## src/rtl/sigmoid_arbiter_if.sv

```systemverilog
// Requester-side bundle for the shared sigmoid unit: per-requester request handshake and operands,
// plus the one-hot response strobe and the shared response data word.
// The arbiter uses the slave modport; the neuron accumulators use the master modport.
interface sigmoid_arbiter_if #(
   parameter int NUM_REQ = 4
);
   logic [NUM_REQ-1:0]    req_valid;
   logic [NUM_REQ*32-1:0] req_data;
   logic [NUM_REQ-1:0]    req_ready;
   logic [NUM_REQ-1:0]    rsp_valid;
   logic [31:0]           rsp_data;

   modport master (
      output req_valid, req_data,
      input  req_ready, rsp_valid, rsp_data
   );

   modport slave (
      input  req_valid, req_data,
      output req_ready, rsp_valid, rsp_data
   );
endinterface

```

## src/rtl/sigmoid_arbiter.sv

```systemverilog
// Round-robin sharing of one combinational Q16.16 sigmoid among NUM_REQ requesters (piecewise-linear fit).
// Latency: handshake to one-hot rsp_valid is exactly PIPE_STAGES cycles; one operand accepted per cycle.
// Backpressure: none on responses; grants stop only when enable=0. SIGMOID_SAT_STATS_EN adds sat_clr/sat_count.
module sigmoid_arbiter #(
   parameter int NUM_REQ     = 4,
   parameter int PIPE_STAGES = 2
) (
   input  logic                             clk,
   input  logic                             rst_n,
   input  logic                             enable,
   sigmoid_arbiter_if.slave                 bus,
`ifdef SIGMOID_SAT_STATS_EN
   input  logic                             sat_clr,
   output logic [15:0]                      sat_count,
`endif
   output logic                             busy,
   output logic [$clog2(PIPE_STAGES+1)-1:0] inflight_count
);
   localparam int IDX_W = $clog2(NUM_REQ);
   localparam int CNT_W = $clog2(PIPE_STAGES+1);

   logic [IDX_W-1:0]       last_grant_q, last_grant_d;
   logic [IDX_W-1:0]       grant_idx;
   logic [NUM_REQ-1:0]     grant;
   logic [31:0]            grant_dat;
   logic                   hs;
   logic [PIPE_STAGES-1:0] vld_q;
   logic [IDX_W-1:0]       idx_q [PIPE_STAGES];
   logic [31:0]            op_q;
   logic [31:0]            sig_res;
   logic [31:0]            out_dat;
`ifdef SIGMOID_SAT_STATS_EN
   logic [31:0]            out_op;
`endif

   // Piecewise-linear sigmoid: slopes 1/4, 1/8, 1/32 with breakpoints at 1.0, 2.375, 5.0; odd symmetry about 0.5.
   function automatic logic [31:0] sigmoid(input logic [31:0] x);
      logic [31:0] a;
      logic [31:0] y;
      a = x[31] ? (~x + 32'd1) : x;
      if (a >= 32'h0005_0000)      y = 32'h0001_0000;
      else if (a >= 32'h0002_6000) y = (a >> 5) + 32'h0000_D800;
      else if (a >= 32'h0001_0000) y = (a >> 3) + 32'h0000_A000;
      else                         y = (a >> 2) + 32'h0000_8000;
      return x[31] ? (32'h0001_0000 - y) : y;
   endfunction

   // Search upward from last_grant+1, wrapping once over every requester; no grant while disabled or in reset.
   always_comb begin
      int               cand;
      logic [IDX_W-1:0] cidx;
      logic             found;
      grant     = '0;
      grant_idx = last_grant_q;
      grant_dat = '0;
      found     = 1'b0;
      cand      = 0;
      cidx      = '0;
      for (int k = 1; k <= NUM_REQ; k++) begin
         cand = int'(last_grant_q) + k;
         if (cand >= NUM_REQ) cand = cand - NUM_REQ;
         cidx = cand[IDX_W-1:0];
         if (!found && enable && rst_n && bus.req_valid[cidx]) begin
            found       = 1'b1;
            grant[cidx] = 1'b1;
            grant_idx   = cidx;
            grant_dat   = bus.req_data[32*cidx +: 32];
         end
      end
   end

   assign bus.req_ready = grant;
   assign hs            = |grant;
   assign last_grant_d  = hs ? grant_idx : last_grant_q;

   // Priority pointer advances only on an accepted handshake.
   always_ff @(posedge clk or negedge rst_n) begin
      if (!rst_n) last_grant_q <= IDX_W'(NUM_REQ-1);
      else        last_grant_q <= last_grant_d;
   end

   // Stage 1 captures the accepted operand; later stages shift valid and requester index.
   always_ff @(posedge clk or negedge rst_n) begin
      if (!rst_n) begin
         vld_q <= '0;
         op_q  <= '0;
         for (int k = 0; k < PIPE_STAGES; k++) idx_q[k] <= '0;
      end else begin
         vld_q[0] <= hs;
         if (hs) begin
            idx_q[0] <= grant_idx;
            op_q     <= grant_dat;
         end
         for (int k = 1; k < PIPE_STAGES; k++) begin
            vld_q[k] <= vld_q[k-1];
            if (vld_q[k-1]) idx_q[k] <= idx_q[k-1];
         end
      end
   end

   assign sig_res = sigmoid(op_q);

   generate
      if (PIPE_STAGES == 1) begin : g_p1
         logic seen_q;
         // Output reads zero until a first result exists, rather than sigmoid of the reset operand.
         always_ff @(posedge clk or negedge rst_n) begin
            if (!rst_n)      seen_q <= 1'b0;
            else if (vld_q[0]) seen_q <= 1'b1;
         end
         assign out_dat = seen_q ? sig_res : '0;
`ifdef SIGMOID_SAT_STATS_EN
         assign out_op = op_q;
`endif
      end else begin : g_pn
         logic [31:0] res_q [1:PIPE_STAGES-1];
`ifdef SIGMOID_SAT_STATS_EN
         logic [31:0] opc_q [1:PIPE_STAGES-1];
`endif
         // Result (and the original operand when stats are on) moves only with a valid entry, so stale data holds.
         always_ff @(posedge clk or negedge rst_n) begin
            if (!rst_n) begin
               for (int k = 1; k < PIPE_STAGES; k++) begin
                  res_q[k] <= '0;
`ifdef SIGMOID_SAT_STATS_EN
                  opc_q[k] <= '0;
`endif
               end
            end else begin
               if (vld_q[0]) begin
                  res_q[1] <= sig_res;
`ifdef SIGMOID_SAT_STATS_EN
                  opc_q[1] <= op_q;
`endif
               end
               for (int k = 2; k < PIPE_STAGES; k++) begin
                  if (vld_q[k-1]) begin
                     res_q[k] <= res_q[k-1];
`ifdef SIGMOID_SAT_STATS_EN
                     opc_q[k] <= opc_q[k-1];
`endif
                  end
               end
            end
         end
         assign out_dat = res_q[PIPE_STAGES-1];
`ifdef SIGMOID_SAT_STATS_EN
         assign out_op = opc_q[PIPE_STAGES-1];
`endif
      end
   endgenerate

   // One-hot response strobe decoded from the final stage's requester index.
   always_comb begin
      bus.rsp_valid = '0;
      if (vld_q[PIPE_STAGES-1]) bus.rsp_valid[idx_q[PIPE_STAGES-1]] = 1'b1;
   end

   assign bus.rsp_data = out_dat;

   // Occupancy is the number of live stage-valid bits.
   always_comb begin
      inflight_count = '0;
      for (int k = 0; k < PIPE_STAGES; k++) inflight_count = inflight_count + CNT_W'(vld_q[k]);
   end

   assign busy = |vld_q;

`ifdef SIGMOID_SAT_STATS_EN
   logic [15:0] sat_q;
   logic [31:0] out_abs;
   logic        out_sat;

   assign out_abs = out_op[31] ? (~out_op + 32'd1) : out_op;
   assign out_sat = vld_q[PIPE_STAGES-1] && (out_abs >= 32'h0005_0000);

   // Count retiring saturated-region operands; clear beats increment and the count sticks at all-ones.
   always_ff @(posedge clk or negedge rst_n) begin
      if (!rst_n)                          sat_q <= '0;
      else if (sat_clr)                    sat_q <= '0;
      else if (out_sat && sat_q != 16'hFFFF) sat_q <= sat_q + 16'd1;
   end

   assign sat_count = sat_q;
`endif
endmodule

```

## src/flat_wrapper.sv

```systemverilog
// flat-port wrapper written by rule: the top's interface ports become plain ports
module sigmoid_arbiter_flat 
#(
   parameter int NUM_REQ     = 4,
   parameter int PIPE_STAGES = 2
)
  (clk, rst_n, enable, busy, inflight_count, bus_req_valid, bus_req_data, bus_req_ready, bus_rsp_valid, bus_rsp_data);
  sigmoid_arbiter_if #(.NUM_REQ(NUM_REQ)) bus_i ();
  input  logic clk;
  input  logic rst_n;
  input  logic enable;
  output logic busy;
  output logic [$clog2(PIPE_STAGES+1)-1:0] inflight_count;
  input wire logic [$bits(bus_i.req_valid)-1:0] bus_req_valid;
  input wire logic [$bits(bus_i.req_data)-1:0] bus_req_data;
  output wire logic [$bits(bus_i.req_ready)-1:0] bus_req_ready;
  output wire logic [$bits(bus_i.rsp_valid)-1:0] bus_rsp_valid;
  output wire logic [$bits(bus_i.rsp_data)-1:0] bus_rsp_data;
  assign bus_i.req_valid = bus_req_valid;
  assign bus_i.req_data = bus_req_data;
  assign bus_req_ready = bus_i.req_ready;
  assign bus_rsp_valid = bus_i.rsp_valid;
  assign bus_rsp_data = bus_i.rsp_data;
  sigmoid_arbiter #(.NUM_REQ(NUM_REQ), .PIPE_STAGES(PIPE_STAGES)) u_core (.clk(clk), .rst_n(rst_n), .enable(enable), .bus(bus_i), .busy(busy), .inflight_count(inflight_count));
endmodule
```

## config.mk

```make
export PLATFORM = sky130hd
export DESIGN_NAME = sigmoid_arbiter_flat
export DESIGN_NICKNAME = d
export VERILOG_FILES = /design/src/rtl/sigmoid_arbiter_if.sv /design/src/rtl/sigmoid_arbiter.sv /design/src/flat_wrapper.sv
export SDC_FILE = /design/constraint.sdc
export NUM_CORES = 1
export LEC_CHECK = 0
export BUFFER_PORTS_ARGS = -buffer_cell sky130_fd_sc_hd__buf_2
export CAP_MARGIN = 10
export CORE_MARGIN = 4
export CORE_UTILIZATION = 51
export CTS_BUF_LIST = sky130_fd_sc_hd__clkbuf_8
export CTS_CLUSTER_DIAMETER = 100
export DETAILED_ROUTE_END_ITERATION = 10
export PLACE_DENSITY = 0.75
export SYNTH_ARGS = -nofsm -noshare
export SYNTH_HDL_FRONTEND = slang
export SYNTH_SLANG_ARGS = --single-unit
export TNS_END_PERCENT = 10
```

## constraint.sdc

```tcl
create_clock -name clk -period 15.24 [get_ports clk]
set_input_delay 0 -clock clk [delete_from_list [all_inputs] [get_ports clk]]
set_output_delay 0 -clock clk [all_outputs]
set_load 0.05 [all_outputs]
```

# After elaboration in Yosys (flattened, before gate mapping)
# Index checks and enable logic that the tools add are counted.
# totals
regBits,72
input_bits,135
output_inout_bits,43
elab_cells,109
# op_classes
n_addsub,14
magnitude_cmp,17
n_shift,4
muxes,43
bitwise,4
reduce_logical,21
# ops
cell,count
$shiftx A128 B8 Y32,4
$mux W32,9
$add A32 B1 Y32 const B,1
$ge A32 B17 Y1 const B,1
$ge A32 B18 Y1 const B,1
$ge A32 B19 Y1 const B,1
$not A32 Y32,1
$sub A17 B32 Y32 const A,1
$add A30 B16 Y31 const B,1
$add A29 B16 Y30 const B,1
$add A27 B16 Y28 const B,1
$mux W4,5
$logic_and A1 B1 Y1,16
$mux W2,8
$lt A2 B3 Y1 const B,5
$mux W1,12
$or A4 B4 Y4,3
$demux W1 S2,5
$ge A2 B1 Y1 const B,5
$ge A3 B3 Y1 const B,3
$bmux W1 S2,4
$sub A2 B1 Y2 const B,4
$add A2 B2 Y3 const B,2
$add A2 B3 Y4 const B,1
other kinds (6),8

# Longest topological paths before layout
# logic_depth
depth_word,23
depth_mapped,23

# Least setup slack after synthesis
# Ideal clock, no wire load.
# synth_path
kind,register to register
from,register u_core.op_q[11]
to,"register u_core.g_pn.res_q, in the netlist u_core.bus.rsp_data[10]"
setup_ns,0.125
arrival_ns,4.989
slack_ns,10.126
stages_incl_launch_ff,22
path_cell_list,dfrtp_1 buf_2 nor4_1 nand4_1 o31ai_1 xor2_1 ha_1 o211ai_1 nor3b_1 o2111ai_1 or4_1 or4_4 nand3_4 buf_2 buf_2 nand2_1 o211ai_1 ha_1 o31ai_1 o31ai_1 xor2_1 mux2_2
# synth_via
elab_chain_cells,9
elab_cells_between_ends,14
cone_classes,add/sub (5); order compare (3); mux (5); bitwise (1)
# synth_rtl
element,line,text
from (decl),sigmoid_arbiter.sv:29,logic [31:0] op_q;
from (signal assigned),sigmoid_arbiter.sv:92,op_q <= grant_dat;
$not A32 Y32,sigmoid_arbiter.sv:40,a = x[31] ? (~x + 32'd1) : x;
$add A32 B1 Y32,sigmoid_arbiter.sv:40,
$mux W32 *,sigmoid_arbiter.sv:40,
"$add A30 B16 Y31, or another cell as far along",sigmoid_arbiter.sv:44,else y = (a >> 2) + 32'h0000_8000;
$mux W32,sigmoid_arbiter.sv:43,else if (a >= 32'h0001_0000) y = (a >> 3) + 32'h0000_A000;
$mux W32,sigmoid_arbiter.sv:42,else if (a >= 32'h0002_6000) y = (a >> 5) + 32'h0000_D800;
$mux W32 *,sigmoid_arbiter.sv:41,if (a >= 32'h0005_0000) y = 32'h0001_0000;
$sub A17 B32 Y32,sigmoid_arbiter.sv:45,return x[31] ? (32'h0001_0000 - y) : y;
$mux W32 *,sigmoid_arbiter.sv:45,
"to (signal, indexed assignment)",sigmoid_arbiter.sv:138,res_q[k] <= res_q[k-1];
to (decl),sigmoid_arbiter.sv:116,logic [31:0] res_q [1:PIPE_STAGES-1];
# Mark *: on every way between the ends. The rest lies on a longest branch, timed or not.
# A chain may end at the register's enable or synchronous reset.

# Final worst setup path
# layout_path
from,register u_core.op_q[10]
to,"register u_core.g_pn.res_q, in the netlist u_core.bus.rsp_data[10]"
# The elaborated chain is that of the path after synthesis.

==> results.sh <==
export IMPL_fin_crit_sh_pct=37.18
export IMPL_synth_avg_cell_area_sq_um=8.478
export IMPL_synth_edf_count=0
export IMPL_ys_warn_count=0
export IMPL_clockBufferDepth=2
export IMPL_grt_overflow_total=0
export IMPL_seqCellArea_sq_um=1812
export IMPL_dieHeight_microns=140.5
export IMPL_cts_root_buffer="clkbuf_8"
export IMPL_ant_nets=0
export IMPL_fillers=1526
export IMPL_grt_pass1_vias=8162
export IMPL_powerDensity_nw_per_um2=205.8
export IMPL_netlist_area_sq_um=8952
export IMPL_post_place_cells=1366
export IMPL_yosys_top_cells_area="dfrtp_1, mux4_2, mux2i_1, o21ai_0, nand2_1"
export IMPL_cp_max_fo=23
export IMPL_ys_async_sr_fraction_pct=100.0
export IMPL_clock_skew_ps=9.272
export IMPL_synth_seq_cells=72
export IMPL_worstPathRequired_ps=15500
export IMPL_fin_nets=1302
export IMPL_synthFlopType="dfrtp_1"
export IMPL_slew_violations=0
export IMPL_die_x_microns=140.5
export IMPL_clk_pin_slew_ps=90
export IMPL_vias=9124
export IMPL_areaGrowthSynthToFinish_pct=11.96
export IMPL_critPathKind="reg -> reg"
export IMPL_hold_ws_ps=85.60
export IMPL_die_area_sq_um=19740
export IMPL_ys_seq_area_share_pct=20.15
export IMPL_fin_cells=1383
export IMPL_io_pins=178
export IMPL_tritoncts="done"
export IMPL_cts_max_level=3
export IMPL_crit_chain="nor4_1 -> nand4_1 -> o31ai_1 -> xor2_1 -> ha_1 -> o211ai_1 -> nor3b_1 -> o2111ai_1 -> or4_1 -> or4_4 -> nand3_4 -> nand2_1 -> o211ai_1 -> ha_1 -> o31ai_1 -> o31ai_1 -> xor2_1 -> mux2_2"
export IMPL_start_kind="register"
export IMPL_cp_data_arrival_time_ps=5930
export IMPL_syn_num_nets=1205
export IMPL_dr_pass1_iters=9
export IMPL_ir_worst_vdd_mv=0.1171
export IMPL_insertion_delay_ps=370
export IMPL_cts_resized=0
export IMPL_numPortBuffers=177
export IMPL_hold_class="in -> async"
export IMPL_cts_sinks=72
export IMPL_initial_core_util_pct=51.94
export IMPL_synthTopCellsByCount="o21ai_0, nand2_1, clkbuf_1"
export IMPL_post_synth_num_cell_types=74
export IMPL_status="finished clean"
export IMPL_dp_hpwl_microns=18770
export IMPL_drcViolationCount=0
export IMPL_rows=48
export IMPL_critPathSlowestCell="nor4_1"
export IMPL_vias_per_cell=6.597
export IMPL_post_cts_buffers=0
export IMPL_fin_tns_setup_ps=0
export IMPL_p_leak_uw=0.004067
export IMPL_cap_viol_max_count=0
export IMPL_relSlewSlack_pct=26.40
export IMPL_path_common_cell="o31ai_1"
export IMPL_synth_top_area_share_pct=19.57
export IMPL_grt_pass1_wl_microns=41200
export IMPL_antenna_found_initial=0
export IMPL_core_sq_um=17240
export IMPL_wire_per_inst_microns=18.19
export IMPL_grt_usage_pct=24.67
export IMPL_fmax_ghz=0.1765
export IMPL_r2r_cells=18
export IMPL_hold_viol=0
export IMPL_hold_buffers=1
export IMPL_finalSetupViolCount=0
export IMPL_grt_max_degree=75
export IMPL_drive_gt1_share_pct=25.82
export IMPL_tightest_slew_ps=1104
export IMPL_rsz0062_at_grt="no"
export IMPL_min_period_ps=5667
export IMPL_numCtsBuffers=9
export IMPL_synthCells=1056
export IMPL_dr_first_iter_drc_count=801
export IMPL_n_antenna_cell=0
export IMPL_critPathMaxStageDelay_ps=740
export IMPL_multiInputGateArea_sq_um=6626
export IMPL_critPathCaptureType="register"
export IMPL_post_synth_top_count_cell="o21ai_0"
export IMPL_gp_congestion=0.9546
export IMPL_yosysTopAreaCell="dfrtp_1"
export IMPL_wirelength_microns=25150
-- worst paths after layout --
kind,slack (ps),startpoint,endpoint
min in group clk,160,bus_req_data[96],u_core.op_q[0]
worst min register to register,480,u_core.bus.rsp_data[27],u_core.bus.rsp_data[27]
max in group asynchronous,14230,rst_n,u_core.op_q[12]
worst max register to register,9570,u_core.op_q[10],u_core.bus.rsp_data[10]
worst min-delay path,90,rst_n,u_core.bus.rsp_data[20]
worst max-delay path,9570,u_core.op_q[10],u_core.bus.rsp_data[10]
-- flip-flops by register name, summed over array words and instances (netlist names) --
name                 flops
u_core.vld_q             2
u_core.last_grant_q      2
u_core.op_q             32
u_core.idx_q             4
u_core.bus.rsp_data     32
-- area by class of cell --
type                       instances  area share (%)
clock buffer                       9           1.236
clock inverter                     7          0.7115
inverter                          36           1.348
multi-input combinational        846           66.11
sequential                        72           18.08
tap                              225           2.809
timing repair buffer             188           9.712
-- cell families after synthesis --
| kind of cell | after synthesis | share of synthesized area [%] |
|---|---|---|
| AOI/OAI and AO/OA | 333 | 24.56 |
| xor gates and xnor gates | 36 | 3.522 |
| adders and majority gates | 14 | 1.957 |
| buffers and inverters | 138 | 6.080 |
| DFF | 72 | 20.15 |
| muxes | 153 | 26.57 |
| and+or+nand+nor | 310 | 17.16 |
-- power breakdown --
group / internal [uW] / switching [uW] / leakage (uW)
Sequential: 275 / 166 / 0.000887
Combinational: 596 / 874 / 0.00308
Clock: 64.1 / 87.5 / 0.0000999
-- through the flow --
step	cell area, sq um	setup WS (ps)	total power [uW]	utilization [%]
5_1_grt	10020	9173	2238	58.15
6_report	10020	9573	2063	58.15
3_5_place_dp	9818	9630	1892	56.96
4_1_cts	10020	9601	2049	58.15
2_1_floorplan	8952	10130	1574	-
3_3_place_gp	9818	9875	1868	56.96
-- routing by layer --
metal  track usage, %  vias up  routed length (microns)
met5                0        -                        0
met4            5.966        0                      350
met3            3.141       29                     2100
met2            38.48      442                    11660
met1            36.59     4364                    11040
li1                 -     4289                        -
-- layout by cell type (no fill, tap or decap), types with 4 or more instances in the layout --
cell type	count
a31oi_1	12
o211ai_1	18
a21o_1	4
nor2_1	71
xor2_1	19
o21ai_0	106
buf_2	176
nand3_1	53
and3_1	6
ha_1	13
buf_4	11
a21oi_1	50
mux4_2	67
nor2b_1	5
nand4_1	8
mux2i_1	79
or3_1	13
and2_1	6
o31ai_1	10
a211oi_1	6
mux2_2	7
o221ai_1	33
or4_1	5
dfrtp_1	70
nand2_1	87
a31o_2	5
xnor2_1	17
nor4_1	12
o2111ai_1	4
a221oi_1	7
nor3_1	18
o22ai_1	34
inv_6	4
clkbuf_8	9
o21a_1	9
inv_1	36
-- worst max-delay path, delay by kind of cell, from the launching register on --
| kind | cells | cell delay [ps] |
|---|---|---|
| compound gates | 6 | 1200 |
| fa+ha+maj | 2 | 570 |
| xor+xnor | 2 | 510 |
| flops | 1 | 490 |
| mux | 1 | 270 |
| simple gates | 7 | 2520 |
No activity file was read; power rests on OpenSTA's default activity.
